==> src/rtl/shift_add_multiplier_pkg.sv <==
// Shared constants for the shift-and-add multiplier and its adder stage.
package shift_add_multiplier_pkg;

  // Default operand width, shared with the ripple adder.
  localparam int DEF_WIDTH = 7;

  typedef enum logic [1:0] {
    IDLE = 2'd0,
    RUN  = 2'd1,
    DONE = 2'd2
  } state_e;

  // Iteration counter width. The counter must hold the value WIDTH.
  function automatic int cnt_width(input int w);
    return $clog2(w + 1);
  endfunction

endpackage

==> src/rtl/shift_add_multiplier_add.sv <==
// WIDTH-bit ripple-carry add stage built from a chain of full-adder cells.
module shift_add_multiplier_add
  import shift_add_multiplier_pkg::*;
#(
  parameter int WIDTH = DEF_WIDTH
) (
  input  logic [WIDTH-1:0] x,
  input  logic [WIDTH-1:0] y,
  input  logic             cin,
  output logic [WIDTH-1:0] sum,
  output logic             cout
);

  logic [WIDTH:0] c;

  assign c[0] = cin;

  // One full-adder cell per bit. The carry ripples from the LSB to the MSB.
  for (genvar i = 0; i < WIDTH; i++) begin : g_fa
    assign sum[i]   = x[i] ^ y[i] ^ c[i];
    assign c[i+1]   = (x[i] & y[i]) | (c[i] & (x[i] ^ y[i]));
  end

  assign cout = c[WIDTH];

endmodule

==> src/rtl/shift_add_multiplier.sv <==
// Radix-2 shift-and-add unsigned multiplier. It performs one ripple add per cycle.
module shift_add_multiplier
  import shift_add_multiplier_pkg::*;
#(
  parameter int WIDTH = DEF_WIDTH
) (
  input  logic               clk,
  input  logic               rst,
  input  logic               start,
  input  logic [WIDTH-1:0]   a,
  input  logic [WIDTH-1:0]   b,
  output logic               busy,
  output logic               done,
  output logic [2*WIDTH-1:0] product
);

  localparam int CW = cnt_width(WIDTH);

  state_e             state, state_nxt;
  logic [WIDTH-1:0]   m;        // latched multiplicand
  logic [WIDTH-1:0]   h;        // accumulator upper half
  logic [WIDTH-1:0]   l;        // accumulator lower half; it starts as the multiplier
  logic [CW-1:0]      cnt;
  logic [WIDTH-1:0]   addend;
  logic [WIDTH-1:0]   sum;
  logic               c;
  logic [2*WIDTH-1:0] shifted;
  logic               last;

  assign addend = l[0] ? m : '0;
  assign last   = (cnt == CW'(1));
  // {c,sum,l} >> 1. The carry lands in the accumulator MSB so it is never lost.
  assign shifted = {c, sum, l[WIDTH-1:1]};

  shift_add_multiplier_add #(.WIDTH(WIDTH)) u_add (
    .x    (h),
    .y    (addend),
    .cin  (1'b0),
    .sum  (sum),
    .cout (c)
  );

  // State register
  always_ff @(posedge clk or posedge rst) begin
    if (rst) state <= IDLE;
    else     state <= state_nxt;
  end

  // Next state: a start request is only seen in IDLE. DONE always lasts one cycle.
  always_comb begin
    state_nxt = state;
    unique case (state)
      IDLE:    if (start) state_nxt = RUN;
      RUN:     if (last)  state_nxt = DONE;
      DONE:    state_nxt = IDLE;
      default: state_nxt = IDLE;
    endcase
  end

  // Handshake outputs decoded from the state
  always_comb begin
    busy = (state == RUN);
    done = (state == DONE);
  end

  // Datapath: load the operands, then iterate. The product is written only on the final iteration.
  always_ff @(posedge clk or posedge rst) begin
    if (rst) begin
      m       <= '0;
      h       <= '0;
      l       <= '0;
      cnt     <= '0;
      product <= '0;
    end else begin
      unique case (state)
        IDLE: if (start) begin
          m   <= a;
          h   <= '0;
          l   <= b;
          cnt <= CW'(WIDTH);
        end
        RUN: begin
          {h, l} <= shifted;
          cnt    <= cnt - CW'(1);
          if (last) product <= shifted;
        end
        default: ;
      endcase
    end
  end

endmodule
==> config.mk <==
export PLATFORM = sky130hd
export DESIGN_NAME = shift_add_multiplier
export DESIGN_NICKNAME = d
export VERILOG_FILES = /design/src/rtl/shift_add_multiplier_pkg.sv /design/src/rtl/shift_add_multiplier_add.sv /design/src/rtl/shift_add_multiplier.sv
export SDC_FILE = /design/constraint.sdc
export NUM_CORES = 1
export LEC_CHECK = 0
export CAP_MARGIN = 20
export CORE_ASPECT_RATIO = 1.75
export CORE_MARGIN = 4
export CORE_UTILIZATION = 50
export DETAILED_ROUTE_END_ITERATION = 6
export HOLD_SLACK_MARGIN = 0.05
export PLACE_DENSITY_LB_ADDON = 0.08
export SYNTH_ARGS = -nofsm -noshare
export SYNTH_HDL_FRONTEND = slang
export SYNTH_SLANG_ARGS = --single-unit
==> constraint.sdc <==
create_clock -name clk -period 5.76 [get_ports clk]
set_clock_uncertainty 0.1 [all_clocks]
set_input_delay 1.152 -clock clk [delete_from_list [all_inputs] [get_ports clk]]
set_output_delay 1.152 -clock clk [all_outputs]
set_load 0.05 [all_outputs]
==> results of run 1 <==
-- power by group through the flow --
| stage | clock network (mW) | logic, mW | registers (mW) |
|---|---|---|---|
| 2_1_floorplan | 0 | 0.414 | 0.658 |
| 5_1_grt | 0.207 | 0.847 | 0.539 |
| 3_3_place_gp | 0 | 0.758 | 0.522 |
| 4_1_cts | 0.192 | 0.788 | 0.523 |
| 3_5_place_dp | 0 | 0.780 | 0.528 |
| 6_report | 0.186 | 0.779 | 0.522 |
-- per-layer routing --
layer / GRT usage, % / part of all wire, % / wire length [um]
met5: 0 / 0 / 0
met4: 6.80 / 2.2 / 79
met3: 3.67 / 4.6 / 164
met2: 28.4 / 53 / 1860
met1: 19.6 / 40 / 1430
-- cell usage after synthesis --
cell | n | area (sq um)
a221oi_1 | 8 | 70.1
a22o_1 | 2 | 17.5
a22oi_1 | 1 | 7.51
a31oi_1 | 1 | 6.26
and2_1 | 4 | 25.0
and4bb_1 | 1 | 12.5
buf_2 | 2 | 10.0
buf_6 | 2 | 22.5
clkbuf_1 | 2 | 7.51
dfrtp_1 | 40 | 1000
fa_1 | 6 | 120
ha_1 | 3 | 37.5
inv_1 | 24 | 90.1
mux2_2 | 12 | 135
mux2_4 | 4 | 60.1
mux2i_1 | 6 | 60.1
nand2_1 | 4 | 15.0
nand2b_1 | 1 | 6.26
nor2_1 | 3 | 11.3
nor2b_1 | 7 | 43.8
nor3b_1 | 8 | 60.1
nor3b_2 | 1 | 12.5
o21bai_2 | 1 | 11.3
o2bb2ai_1 | 5 | 43.8
-- layout make-up --
class	count	area, sq um
Tap cell	46	57.6
Fill cell	295	1310
Clock buffer	8	90.1
Sequential cell	40	1000
Multi-Input combinational cell	78	756
Timing Repair Buffer	33	328
Inverter	24	90.1
-- how the worst min path moves through the flow --
| stage | start | end | slack [ns] | cells past startpoint |
|---|---|---|---|---|
| floorplan | h[1] | h[1] | 0.36 | 1 |
| detailed placement | h[6] | h[6] | 0.38 | 1 |
| global placement | h[6] | h[6] | 0.37 | 1 |
| finish | h[6] | h[6] | 0.40 | 1 |
| CTS | h[6] | h[6] | 0.40 | 1 |
| global route | product[1] | product[1] | 0.42 | 1 |
-- cells by family (layout without fill, tap and decap cells) --
group                      count (synthesis)  after routing
AOI/OAI and AO/OA                         18             18
adders and majority gates                  9              9
buffers and inverters                     30             65
DFF                                       40             40
muxes                                     22             22
and+or+nand+nor                           29             29
-- state kept, by name, summed over array words and instances, names as in the netlist --
signal / cells
h: 7
state: 2
m: 7
l: 7
cnt: 3
product: 14
-- through the flow --
step	instances	cell area, sq um
6_report	229	2320
5_1_grt	229	2320
4_1_cts	229	2320
3_5_place_dp	221	2230
3_3_place_gp	221	2230
2_1_floorplan	148	1890
==> impl_summary.txt, run 1 <==
----------------------------------------------------
[Worst hold path]
  Type of the worst min-delay path ... reg2reg

[Worst setup path]
  Sum of buffers and inverters on the critical path ... 2
  FF-to-FF path depth ... 12
  End point of the critical path ... busy
  Longest individual stage delay on the worst path ... ~0.85 ns
  Worst Setup End Kind ... output pin
  Biggest fanout along the worst timing path ... 15
  Crit path depth ... 3
  Top cell family by delay on the critical path ... buffers and inverters
  Setup crit start kind ... flop
  Crit path DAT ... roughly 2.2 ns
  Beginning of the critical path ... state[1]
  Worst-path cell with the longest stage delay ... clkdlybuf4s50_1
  Worst reg2reg endpoint ... product[12]
  Worst reg2reg startpoint ... l[0]
  Required time at the endpoint of the critical path ... approximately 4.5 ns
  Classification of the worst setup path ... reg2out
  Cell-by-cell listing of the critical path ... nand2b_1 > inv_1 > clkdlybuf4s50_1
  Flop-to-flop setup slack ... around 2.5 ns

[Clocking]
  Clock edge transition at the registers on the reported setup and hold paths ... 0.07 ns
  Clk buf depth ... 2
  Buffers inserted by post-CTS timing repair ... 0
  CTS root buf ... clkbuf_8
  Insertion delay to the later sink of the worst-skew pair ... between 0.2 and 0.3 ns
  Post-cts repair resize count ... 0
  # hold bufs at CTS ... 0
  Number of CTS-inserted buffers ... 5
  CTS Sinks ... 40
  Number of H-tree levels ... 2
  TritonCTS clock tree ... built

[Yosys]
  Post-synth cell types ... 24
  Syn Inst Count ... 148
  Yosys Warn Count ... 0
  Synthesized flop and latch total ... 40
  Multiplexer fraction of the synthesized cell area ... a little over an eighth
  Share of synthesized cell area in and, or, nand and nor gates ... roughly a tenth
  Largest family of logic cells by synthesized area ... multiplexers
  Mean instance size in the synthesized netlist ... roughly 13 sq um
  Synth Area in Adders ... 8.36%
  Post-synthesis compound-gate area fraction ... slightly above 8%
  Synthesized-area fraction occupied by xor and xnor cells ... 0%
  Portion of the post-synthesis area used by sequential elements ... between 50 and 60%
  Cell Area, Synth ... ~0.0019 sq mm
  Number of nets produced by synthesis ... approximately 170

[Power]
  Reported leakage power ... 1.02 nW
  Logic gate share of total power ... between 50% and 60%
  Power after layout ... ~1.5 mW
  Fraction of power consumed by sequential logic ... 35.1%
  Clock power frac ... between 10% and 20%
  Worst IR drop on VDD ... ~0.00038 V
  Pwr/cell area ... between 600 and 700 mW/mm^2
  Share of total power consumed by net switching ... 42.1%
  Net Switching ... ~0.63 mW
  Int Power ... roughly 0.86 mW

[GRT]
  Overflow after GRT ... 0
  Number of global-route vias before repair ... between 1000 and 1500
  Largest net degree at the start of global routing ... 41
  Antenna violations before repair ... 0
  Total global routing track utilization ... between 15 and 20%
  First-pass GRT wire length ... around 5800 um

[Place]
  Minimum setup slack after placement ... ~2.5 ns
  Gp weighted congestion ... 0.847
  PortBufs ... 32
  Placed wire-length estimate ... 2550 um

[Die]
  Die Footprint ... 0.00486 sq mm
  Initial core utilization ... a little over half
  Placement row count ... 29
  Core area ... 0.00363 sq mm
  I/O pin count ... 33
  Y dimension of the die ... 89.3 um
  Floorplan die width ... roughly 54 um

[STA]
  Relative max-transition margin ... a little over two fifths
  Sum Neg Setup Slack ... 0 ns
  Final critical path time including I/O delays and setup ... 3.45 ns
  Final critical-path setup slack ... 2.31 ns
  Setup repair after global routing missed its margin ... no
  Fmax achieved ... 0.290 GHz
  Final hold vios ... 0
  Share of the clock period used by the worst path ... about 60%
  Max-slew violation count ... 0
  Final-report setup violation count ... 0
  Least-Margin Pin Slew ... approximately 0.87 ns
  Minimum hold slack ... about 0.40 ns

[Finish]
  Most frequent standard cell in the layout excluding fill and tap cells ... dfrtp_1
  Utilization after layout ... ~64%
  Leading cell types in the layout, fill and taps excluded ... dfrtp_1 (40), clkdlybuf4s50_1 (32), inv_1 (24), mux2_2 (12)
  Layout cell share with drive strength beyond 1 ... about 14%
  Post-layout net count ... ~210
  Growth of design area from synthesis to finish ... 23.1%
  Antenna Diode Count ... 0

[Drt]
  Per-cell via count in the routed design ... between 5 and 6
  Number of antenna-violating nets in the routed design ... 0
  Number of design-rule violations left by the first detailed-router iteration ... 20
  Vias after detailed routing ... between 1000 and 1500
  First drt pass iteration count ... 4
  Remaining DRCs ... 0
  Wire length per cell after detailed routing ... around 15 um
  Total wire length after detailed routing ... between 3000 and 4000 um

[Run]
  Max-cap violations ... 0

[Outcome]
  Status ... completed

----------------------------------------------------
Note: power is estimated with default switching activity, not from simulation.
==> run 2: changes to the inputs <==
clock period = 3.59 ns   (was 5.76 ns; I/O delays follow)
==> impl_summary.txt, run 2 (synthesis results as in run 1) <==
----------------------------------------------------
[GRT]
  Total global routing track utilization ... about 18%
  Overflow after GRT ... 0
  Largest net degree at the start of global routing ... 41
  First-pass GRT wire length ... 6140 um
  Number of global-route vias before repair ... approximately 1300
  Antenna violations before repair ... 0

[Drt]
  Remaining DRCs ... 0
  Wire length per cell after detailed routing ... about 15 um
  Number of antenna-violating nets in the routed design ... 0
  Number of design-rule violations left by the first detailed-router iteration ... 14
  Total wire length after detailed routing ... about 3500 um
  First drt pass iteration count ... 2
  Vias after detailed routing ... between 1000 and 1500
  Per-cell via count in the routed design ... ~5.3

[Clocking]
  # hold bufs at CTS ... 0
  Clk buf depth ... 2
  Buffers inserted by post-CTS timing repair ... 0
  TritonCTS clock tree ... built
  Insertion delay to the later sink of the worst-skew pair ... between 0.2 and 0.3 ns
  Post-cts repair resize count ... 0
  Number of CTS-inserted buffers ... 5
  CTS Sinks ... 40
  Number of H-tree levels ... 2
  CTS root buf ... clkbuf_8
  Clock edge transition at the registers on the reported setup and hold paths ... 0.07 ns

[Power]
  Pwr/cell area ... about 1000 mW/mm^2
  Worst IR drop on VDD ... between 0.0005 and 0.0006 V
  Reported leakage power ... between 1 and 1.5 nW
  Power after layout ... around 2.4 mW

[Worst setup path]
  Critical Path Most Common Cell ... fa_1
  Cell-by-cell listing of the critical path ... and2_1 > ha_1 > inv_1 > fa_1 > fa_1 > inv_1 > fa_1 > fa_1 > inv_1 > fa_1 > fa_1 > mux2i_1
  Worst Setup End Kind ... flop
  Crit path DAT ... 3.25 ns
  Sum of buffers and inverters on the critical path ... 3
  Biggest fanout along the worst timing path ... 8
  Crit path depth ... 12
  Setup crit start kind ... flop
  Longest individual stage delay on the worst path ... between 0.5 and 0.6 ns
  Top cell family by delay on the critical path ... adder cells
  Classification of the worst setup path ... reg2reg
  Worst-path cell with the longest stage delay ... fa_1
  FF-to-FF path depth ... 12
  Required time at the endpoint of the critical path ... roughly 3.6 ns

[Outcome]
  Status ... completed

[STA]
  Relative max-transition margin ... roughly two fifths
  Least-Margin Pin Slew ... ~0.88 ns
  Sum Neg Setup Slack ... 0 ns
  Setup repair after global routing missed its margin ... no
  Share of the clock period used by the worst path ... about nine tenths
  Fmax achieved ... ~0.31 GHz
  Max-slew violation count ... 0
  Final-report setup violation count ... 0
  Final hold vios ... 0
  Final critical path time including I/O delays and setup ... approximately 3.2 ns

[Die]
  Initial core utilization ... around 52%
  Die Footprint ... about 0.0049 sq mm
  Core area ... between 0.003 and 0.004 sq mm
  Placement row count ... 29
  Y dimension of the die ... slightly below 90 um
  Floorplan die width ... roughly 54 um
  I/O pin count ... 33

[Finish]
  Antenna Diode Count ... 0
  Post-layout net count ... roughly 210
  Growth of design area from synthesis to finish ... 23.6%
  Most flops, register ... product
  Layout cell share with drive strength beyond 1 ... approximately 15%
  Most frequent standard cell in the layout excluding fill and tap cells ... dfrtp_1
  Leading cell types in the layout, fill and taps excluded ... dfrtp_1 (40), clkdlybuf4s50_1 (32), inv_1 (24), mux2_2 (12)
  Final cell area excluding filler cells ... between 0.002 and 0.0025 sq mm
  Post-Layout Cell Count ... 230
  Max FFs per register ... 14
  Utilization after layout ... between 60% and 70%

[Place]
  Gp weighted congestion ... 0.768
  Placed wire-length estimate ... about 2600 um
  PortBufs ... 32
  Area of placed instances ... 0.00224 sq mm
  Placed cell count ... between 200 and 250

[Worst hold path]
  Type of the worst min-delay path ... reg2reg
  Cells on Worst Hold Path ... 1

[Run]
  Max-cap violations ... 0

----------------------------------------------------
-- run 2: where the power goes --
group | switching [mW] | internal (mW) | leakage [nW]
logic | 0.699 | 0.538 | 0.502
clock network | 0.151 | 0.153 | 0.0510
registers | 0.142 | 0.680 | 0.475
total | 0.992 | 1.37 | 1.03
-- run 2: final timing paths --
kind / startpoint / to / slack, ns
worst max-delay path: l[0] / product[12] / 0.38
worst min-delay path: h[1] / h[1] / 0.40
worst max register to register: l[0] / product[12] / 0.38
worst min register to register: h[1] / h[1] / 0.40
max in group asynchronous: rst / product[5] / 2.29
min in group asynchronous: rst / product[0] / 0.75
-- run 2: per-stage QoR --
stage / worst slack, ns / hold slack, ns
final: 0.385 / 0.399
after global routing: 0.220 / 0.414
after CTS: 0.372 / 0.399
after detailed placement: 0.368 / 0.379
after global placement: 0.477 / 0.373
after floorplan: 0.589 / 0.356
-- run 2: layer usage --
metal	vias up	share of wire (%)	global-route usage, %
li1	569	-	-
met1	610	41	21.2
met2	27	52	29.6
met3	6	4.5	4.67
met4	0	1.9	6.80
met5	-	0	0
-- run 2: layout make-up --
cell class | count | area [sq um]
inverter | 24 | 90.1
timing repair buffer | 34 | 335
sequential | 40 | 1000
clock inverter | 2 | 10.0
multi-input combinational | 78 | 756
fill | 285 | 1300
tap | 46 | 57.6
clock buffer | 6 | 82.6
-- run 2: worst reg2reg max path, delay by kind of cell, from the launching register on --
family	cells	cell delay, ns
flops	1	0.44
buf+inv	3	0.18
fa+ha+maj	7	2.11
mux	1	0.07
simple gates	1	0.16
==> run 3: changes to the inputs <==
CORE_UTILIZATION = 40   (was 50)
==> impl_summary.txt, run 3 (synthesis results as in run 1) <==
----------------------------------------------------
[Outcome]
  Status ... completed

[Drt]
  Vias after detailed routing ... between 1000 and 1500
  Number of antenna-violating nets in the routed design ... 0
  Wire length per cell after detailed routing ... roughly 16 um
  Number of design-rule violations left by the first detailed-router iteration ... 33
  First drt pass iteration count ... 4
  Remaining DRCs ... 0
  Total wire length after detailed routing ... between 3000 and 4000 um
  Per-cell via count in the routed design ... ~5

[Clocking]
  Number of H-tree levels ... 2
  # hold bufs at CTS ... 0
  Post-cts repair resize count ... 0
  Insertion delay to the later sink of the worst-skew pair ... approximately 0.28 ns
  Clock edge transition at the registers on the reported setup and hold paths ... about 0.08 ns
  Clk buf depth ... 2
  Number of CTS-inserted buffers ... 5
  CTS Sinks ... 40
  TritonCTS clock tree ... built
  Buffers inserted by post-CTS timing repair ... 0
  CTS root buf ... clkbuf_8

[Finish]
  Most frequent standard cell in the layout excluding fill and tap cells ... dfrtp_1
  Layout cell share with drive strength beyond 1 ... between 10% and 20%
  Antenna Diode Count ... 0
  Leading cell types in the layout, fill and taps excluded ... dfrtp_1 (40), clkdlybuf4s50_1 (32), inv_1 (24), mux2_2 (12)
  Max FFs per register ... 14
  Growth of design area from synthesis to finish ... 24.6%
  Post-layout net count ... approximately 210
  Most flops, register ... product

[Die]
  Die Footprint ... roughly 0.0059 sq mm
  Initial core utilization ... roughly 42%
  Floorplan die width ... between 50 and 60 um
  Y dimension of the die ... 98.9 um
  Placement row count ... 32
  I/O pin count ... 33
  Core area ... roughly 0.0045 sq mm

[Worst setup path]
  Setup crit start kind ... flop
  FF-to-FF path depth ... 12
  Worst reg2reg endpoint ... product[12]
  Required time at the endpoint of the critical path ... about 3.6 ns
  Flop-to-flop setup slack ... around 0.37 ns
  Classification of the worst setup path ... reg2reg
  Crit path DAT ... roughly 3.3 ns
  Worst reg2reg startpoint ... l[0]
  Worst Setup End Kind ... flop
  Biggest fanout along the worst timing path ... 8

[Worst hold path]
  Type of the worst min-delay path ... reg2reg
  End point of the most critical hold path ... h[6]
  Worst Min Path Start ... h[6]
  Cells on Worst Hold Path ... 1

[GRT]
  Overflow after GRT ... 0
  Antenna violations before repair ... 0
  Largest net degree at the start of global routing ... 25
  First-pass GRT wire length ... ~6500 um
  Number of global-route vias before repair ... 1336
  Total global routing track utilization ... 14.3%

[STA]
  Fmax achieved ... 0.311 GHz
  Final-report setup violation count ... 0
  Share of the clock period used by the worst path ... 89.6%
  Final hold vios ... 0
  Final critical path time including I/O delays and setup ... between 3 and 4 ns
  Sum Neg Setup Slack ... 0 ns
  Least-Margin Pin Slew ... a little over 0.9 ns
  Relative max-transition margin ... 39.3%
  Max-slew violation count ... 0
  Setup repair after global routing missed its margin ... no

[Run]
  Max-cap violations ... 0

[Power]
  Worst IR drop on VDD ... around 0.00046 V
  Power after layout ... roughly 2.4 mW
  Pwr/cell area ... between 1000 and 1500 mW/mm^2
  Reported leakage power ... roughly 1.0 nW

[Place]
  Placed wire-length estimate ... around 2900 um
  Gp weighted congestion ... 0.743
  PortBufs ... 32

----------------------------------------------------
## run 3: power by group
group	total (mW)	switching (mW)	internal, mW
combinational	1.27	0.725	0.550
sequential	0.816	0.136	0.680
clock	0.302	0.145	0.157
total	2.39	1.01	1.39
## run 3: metal layers
| layer | share of wire (%) | vias to the layer above | GRT usage [%] |
|---|---|---|---|
| met2 | 55 | 30 | 25.7 |
| met3 | 3.5 | 5 | 2.36 |
| met5 | 0 | - | 0 |
| met1 | 40 | 608 | 16.6 |
| met4 | 1.5 | 0 | 4.61 |
| li1 | - | 575 | - |
## run 3: cell type report
| type | count | area, sq um |
|---|---|---|
| fillers | 410 | 2130 |
| repair buffers | 36 | 350 |
| clock buffers | 8 | 90.1 |
| well taps | 51 | 63.8 |
| inverters | 24 | 90.1 |
| multi-input cells | 78 | 756 |
| flip-flops and latches | 40 | 1000 |
## run 3: worst max path at each step
stage,startpoint,end
after floorplan,l[0],product[12]
after CTS,l[0],product[12]
after global routing,l[0],product[12]
after detailed placement,l[0],product[12]
final,l[0],product[12]
after global placement,l[0],product[12]
## run 3: through the flow
step	std cells	setup slack, ns	instance area (sq um)	hold WS (ns)	utilization [%]
after floorplan	148	0.589	1890	0.356	-
after global placement	229	0.455	2260	0.373	50.4
after detailed placement	229	0.348	2260	0.387	50.4
after CTS	237	0.338	2350	0.407	52.4
after global routing	237	0.198	2350	0.415	52.4
final	237	0.374	2350	0.397	52.4
## run 3: worst max-delay path, stage by stage, from the launching register on
cell	delay, ns
dfrtp_1	0.45
and2_1	0.16
ha_1	0.14
inv_1	0.05
fa_1	0.37
fa_1	0.36
inv_1	0.07
fa_1	0.19
fa_1	0.16
inv_1	0.05
fa_1	0.37
fa_1	0.53
mux2i_1	0.08
==> variant 1: new RTL, flow settings as in run 3 <==
`DEF_WIDTH`: 7 -> 9.
--- a/src/rtl/shift_add_multiplier_pkg.sv
+++ b/src/rtl/shift_add_multiplier_pkg.sv
@@ -4,3 +4,3 @@
   // Default operand width, shared with the ripple adder.
-  localparam int DEF_WIDTH = 7;
+  localparam int DEF_WIDTH = 9;
 
Interface: changed (resized a, b and product); port bits go from 33 to 41. No check against the original RTL was run, so the function may have changed too.
==> variant 1 against run 3 <==
Synthesized cell count rose by 43%. Global-route usage grew 0.45 points. Setup slack got worse by 0.24 ns. Synthesized area up 23%. Combinational power rose by 4%. Cell area up 24%. Via count rose by 28%. Wire length rose by 22%. Power rose by 10%. Die area is 20% higher. Sequential cell count grew 11. Critical path type unchanged.
==> variant 1: results (changes against run 3) <==
metric,value,unit,change
worst vdd ir,551,uV,+19%
placed cell count,322,,+41%
met3 usage,2.91,%,+0.55 points
post-synthesis sequential area ratio,55.2,%,+2.1 points
combinational cell power,1.32,mW,+4%
Finished Layout Cells,331,,+40%
Clock group,0.322,mW,+6.6%
#MultiIn Comb,133,,+71%
inverter count,17,,-29%
"Max FO, Critical Path",3,,-5
Hold Path Sink,m[3]$_DFFE_PP0P_,,
run status,"finished, final reports clean",,
Synth Area in Compound Gates,6.49,%,-1.8 points
syn nets,243,,+40%
WP data arrival,3.54,ns,+0.28 ns
ranking of synthesized cells by area,"dfrtp_1 55%, nand2_1 9.3%, fa_1 6.9%",,
Worst Setup Slack post-DPL,-0.0419,ns,-0.390 ns
average size of a mapped cell,11.0,um2,-14%
min-delay src,m[3]$_DFFE_PP0P_,,
Sw Share,43.8,%,+1.7 points
layout filler cell count,540,,+32%
CP peak stage delay,0.49,ns,-0.04 ns
met1 GRT Util,18.3,%,+1.7 points
"Non-clock buffers, area share",15.2,%,+0.34 points
Synth Area in Adders,8.55,%,+0.19 points
Static Leak,1.37,nW,+33%
mux cell area share after synthesis,8.82,%,-4.7 points
Routed WL,4670,um,+22%
Port Buf Inserts,40,,+25%
met2 usage,25.5,%,-0.21 points
hold_ws,0.381,ns,-0.0163 ns
clock buffer count,6,,-2
## variant 1: cell count changes in the layout (fill, tap and decap cells not counted), moves of 6 or more
| cell | run 3 | this run |
|---|---|---|
| a22oi_1 | 1 | 9 |
| dfrtp_1 | 40 | 51 |
| nand3_1 | 0 | 11 |
| nor2b_1 | 7 | 1 |
| fa_2 | 0 | 6 |
| inv_1 | 24 | 14 |
| a221oi_1 | 8 | 0 |
| o21ai_0 | 0 | 7 |
| nor3b_1 | 8 | 0 |
| nand2_1 | 4 | 57 |
| clkdlybuf4s50_1 | 32 | 40 |
## variant 1: per-layer routing
layer	part of all wire (%)	routed length (um)
met5	0	0
met4	1.5	68
met3	3.9	183
met2	52	2440
met1	42	1980
## variant 1: what timing repair did
item                                    CTS  global route
hold endpoints to repair                  0             0
endpoints found under the setup margin    2             5
setup buffers                             0             1
pin swaps                                 0             0
gates resized for setup                   2            10
==> variant 2: new RTL, config.mk and constraints of run 3 <==
Without the edit above. Add an input register stage for `start`, `a` and `b`; this delays them by one clock. Comments in the files are not updated.
--- a/src/rtl/shift_add_multiplier.sv
+++ b/src/rtl/shift_add_multiplier.sv
@@ -17,2 +17,12 @@
   localparam int CW = cnt_width(WIDTH);
+
+  logic start_q;
+  logic [WIDTH-1:0] a_q;
+  logic [WIDTH-1:0] b_q;
+
+  always_ff @(posedge clk) begin
+    start_q <= start;
+    a_q     <= a;
+    b_q     <= b;
+  end
 
@@ -52,3 +62,3 @@
     unique case (state)
-      IDLE:    if (start) state_nxt = RUN;
+      IDLE:    if (start_q) state_nxt = RUN;
       RUN:     if (last)  state_nxt = DONE;
@@ -75,6 +85,6 @@
       unique case (state)
-        IDLE: if (start) begin
-          m   <= a;
+        IDLE: if (start_q) begin
+          m   <= a_q;
           h   <= '0;
-          l   <= b;
+          l   <= b_q;
           cnt <= CW'(WIDTH);
Formal check against the unedited RTL: not equivalent (Yosys sat finds a counterexample within 4 cycles, from zero or initial values and one cycle with rst high).
==> variant 2 against run 3 <==
Sequential cell count is 15 higher. Wire length is 11% higher. Setup slack worse by 0.099 ns. Via count is 10% higher. Count of clock-buffer cells in the layout stayed put. Synthesized area is 17% higher. Power is 8.5% higher. Synthesized cell count is 14% higher. Cell area is 14% higher. First-iteration DRC count is 55% higher. Core utilization is 1.8 points lower. Critical path type unchanged. Critical endpoint is now h[5]$_DFFE_PP0P_.
==> variant 2: results (changes against run 3) <==
metric,value,unit,change
min-delay src,a_q[3]$_DFF_P_,,
Post-CTS Resized,0,,unchanged
first-pass GRT wire length,7330,um,+14%
Rel. slew slack,63.3,%,+24 points
Detail Placement HPWL,3150,um,+9.2%
Hold Path Sink,m[3]$_DFFE_PP0P_,,
Total Nets Final,231,,+9.5%
Synth top cells by count,"40 x dfrtp_1, 18 x inv_1, 15 x dfxtp_1, 15 x mux2_2, 10 x nand2_1",,
Initial DRC Count,51,,+55%
vias in the first global route,1487,,+11%
CP peak stage delay,0.47,ns,-0.06 ns
Routed WL,4230,um,+11%
synth unique cells,32,,+33%
WL met2,2310,um,+9.1%
sequential power share,38.3,%,+4.2 points
via count,1344,,+10%
ranking of synthesized cells by area,"dfrtp_1 46%, dfxtp_1 14%, mux2_2 7.7%",,
Synth Area in Adders,7.17,%,-1.2 points
met1 GRT Util,16.2,%,-0.44 points
Post-Syn Instances,169,,+14%
GRT Total Usage,13.8,%,-0.55 points
vias per cell,4.80,,-6.6%
routability congestion estimate,0.806,,+8.5%
Pre-antenna DRT Iters,3,,-1
PwrDens,967,mW/mm2,-5.0%
R2R Setup Slk,0.28,ns,-0.10 ns
hold-critical path depth,1,,unchanged
mux cell area share after synthesis,9.50,%,-4.0 points
crit path max-delay cell type,dfrtp_1,,
asr flop ratio synth,72.7,%,-27 points
"Cell Area, Placed",0.00258,mm2,+14%
met2 usage,24.4,%,-1.2 points
Worst Reg-to-Reg Cells,14,,+2
run status,"finished, final reports clean",,
"Max FO, Critical Path",9,,+1
"Top FF cell, synth",dfrtp_1,,
Clock Latency Late Sink,0.30,ns,+0.02 ns
critical path's top delay family,adder cells,,
Synth Area in Compound Gates,8.19,%,-0.098 points
pin count of the biggest net entering global routing,21,,-16%
Sw Share,40.3,%,-1.7 points
Static Leak,1.14,nW,+11%
Mapped Area,0.00220,mm2,+17%
hold_ws,0.364,ns,-0.0331 ns
met3 usage,3.17,%,+0.81 points
worst setup path end,h[5]$_DFFE_PP0P_,,
metal1 wirelength,1700,um,+12%
Met3 Wirelength,173,um,+28%
worst vdd ir,447,uV,-3.4%
min Tclk post-route,3.31,ns,+0.0988 ns
placed cell count,272,,+19%
syn nets,195,,+12%
WP data arrival,3.43,ns,+0.17 ns
fraction of layout cells with a size suffix above 1,15.5,%,+0.48 points
post-synthesis sequential area ratio,59.2,%,+6.1 points
-- variant 2: cell types whose count changed in the layout (fill, tap and decap cells not counted), sizes merged, moves of 5 or more --
cell / delta
dfxtp: +15
a21oi: +8
a221oi: -8
o21ai: +7
inv: -6
nand2: +6
nor2b: -6
mux2i: -5
o2bb2ai: -5
-- variant 2: area by class of cell --
type	count	area [um2]
sequential	55	1300
tap	74	92.6
clock buffer	8	100
fill	482	2620
inverter	18	67.6
multi-input combinational	88	764
timing repair buffer	37	358
-- variant 2: worst reg2reg max path, stage by stage, from the launching register on --
cell and delay (ns):
dfrtp_1 0.47, and2_1 0.20, ha_1 0.17, inv_1 0.06, fa_1 0.15, inv_1 0.05, fa_1 0.34, inv_1 0.07
fa_1 0.15, inv_1 0.05, fa_1 0.38, fa_1 0.37, inv_1 0.08, fa_1 0.42, o21ai_0 0.18
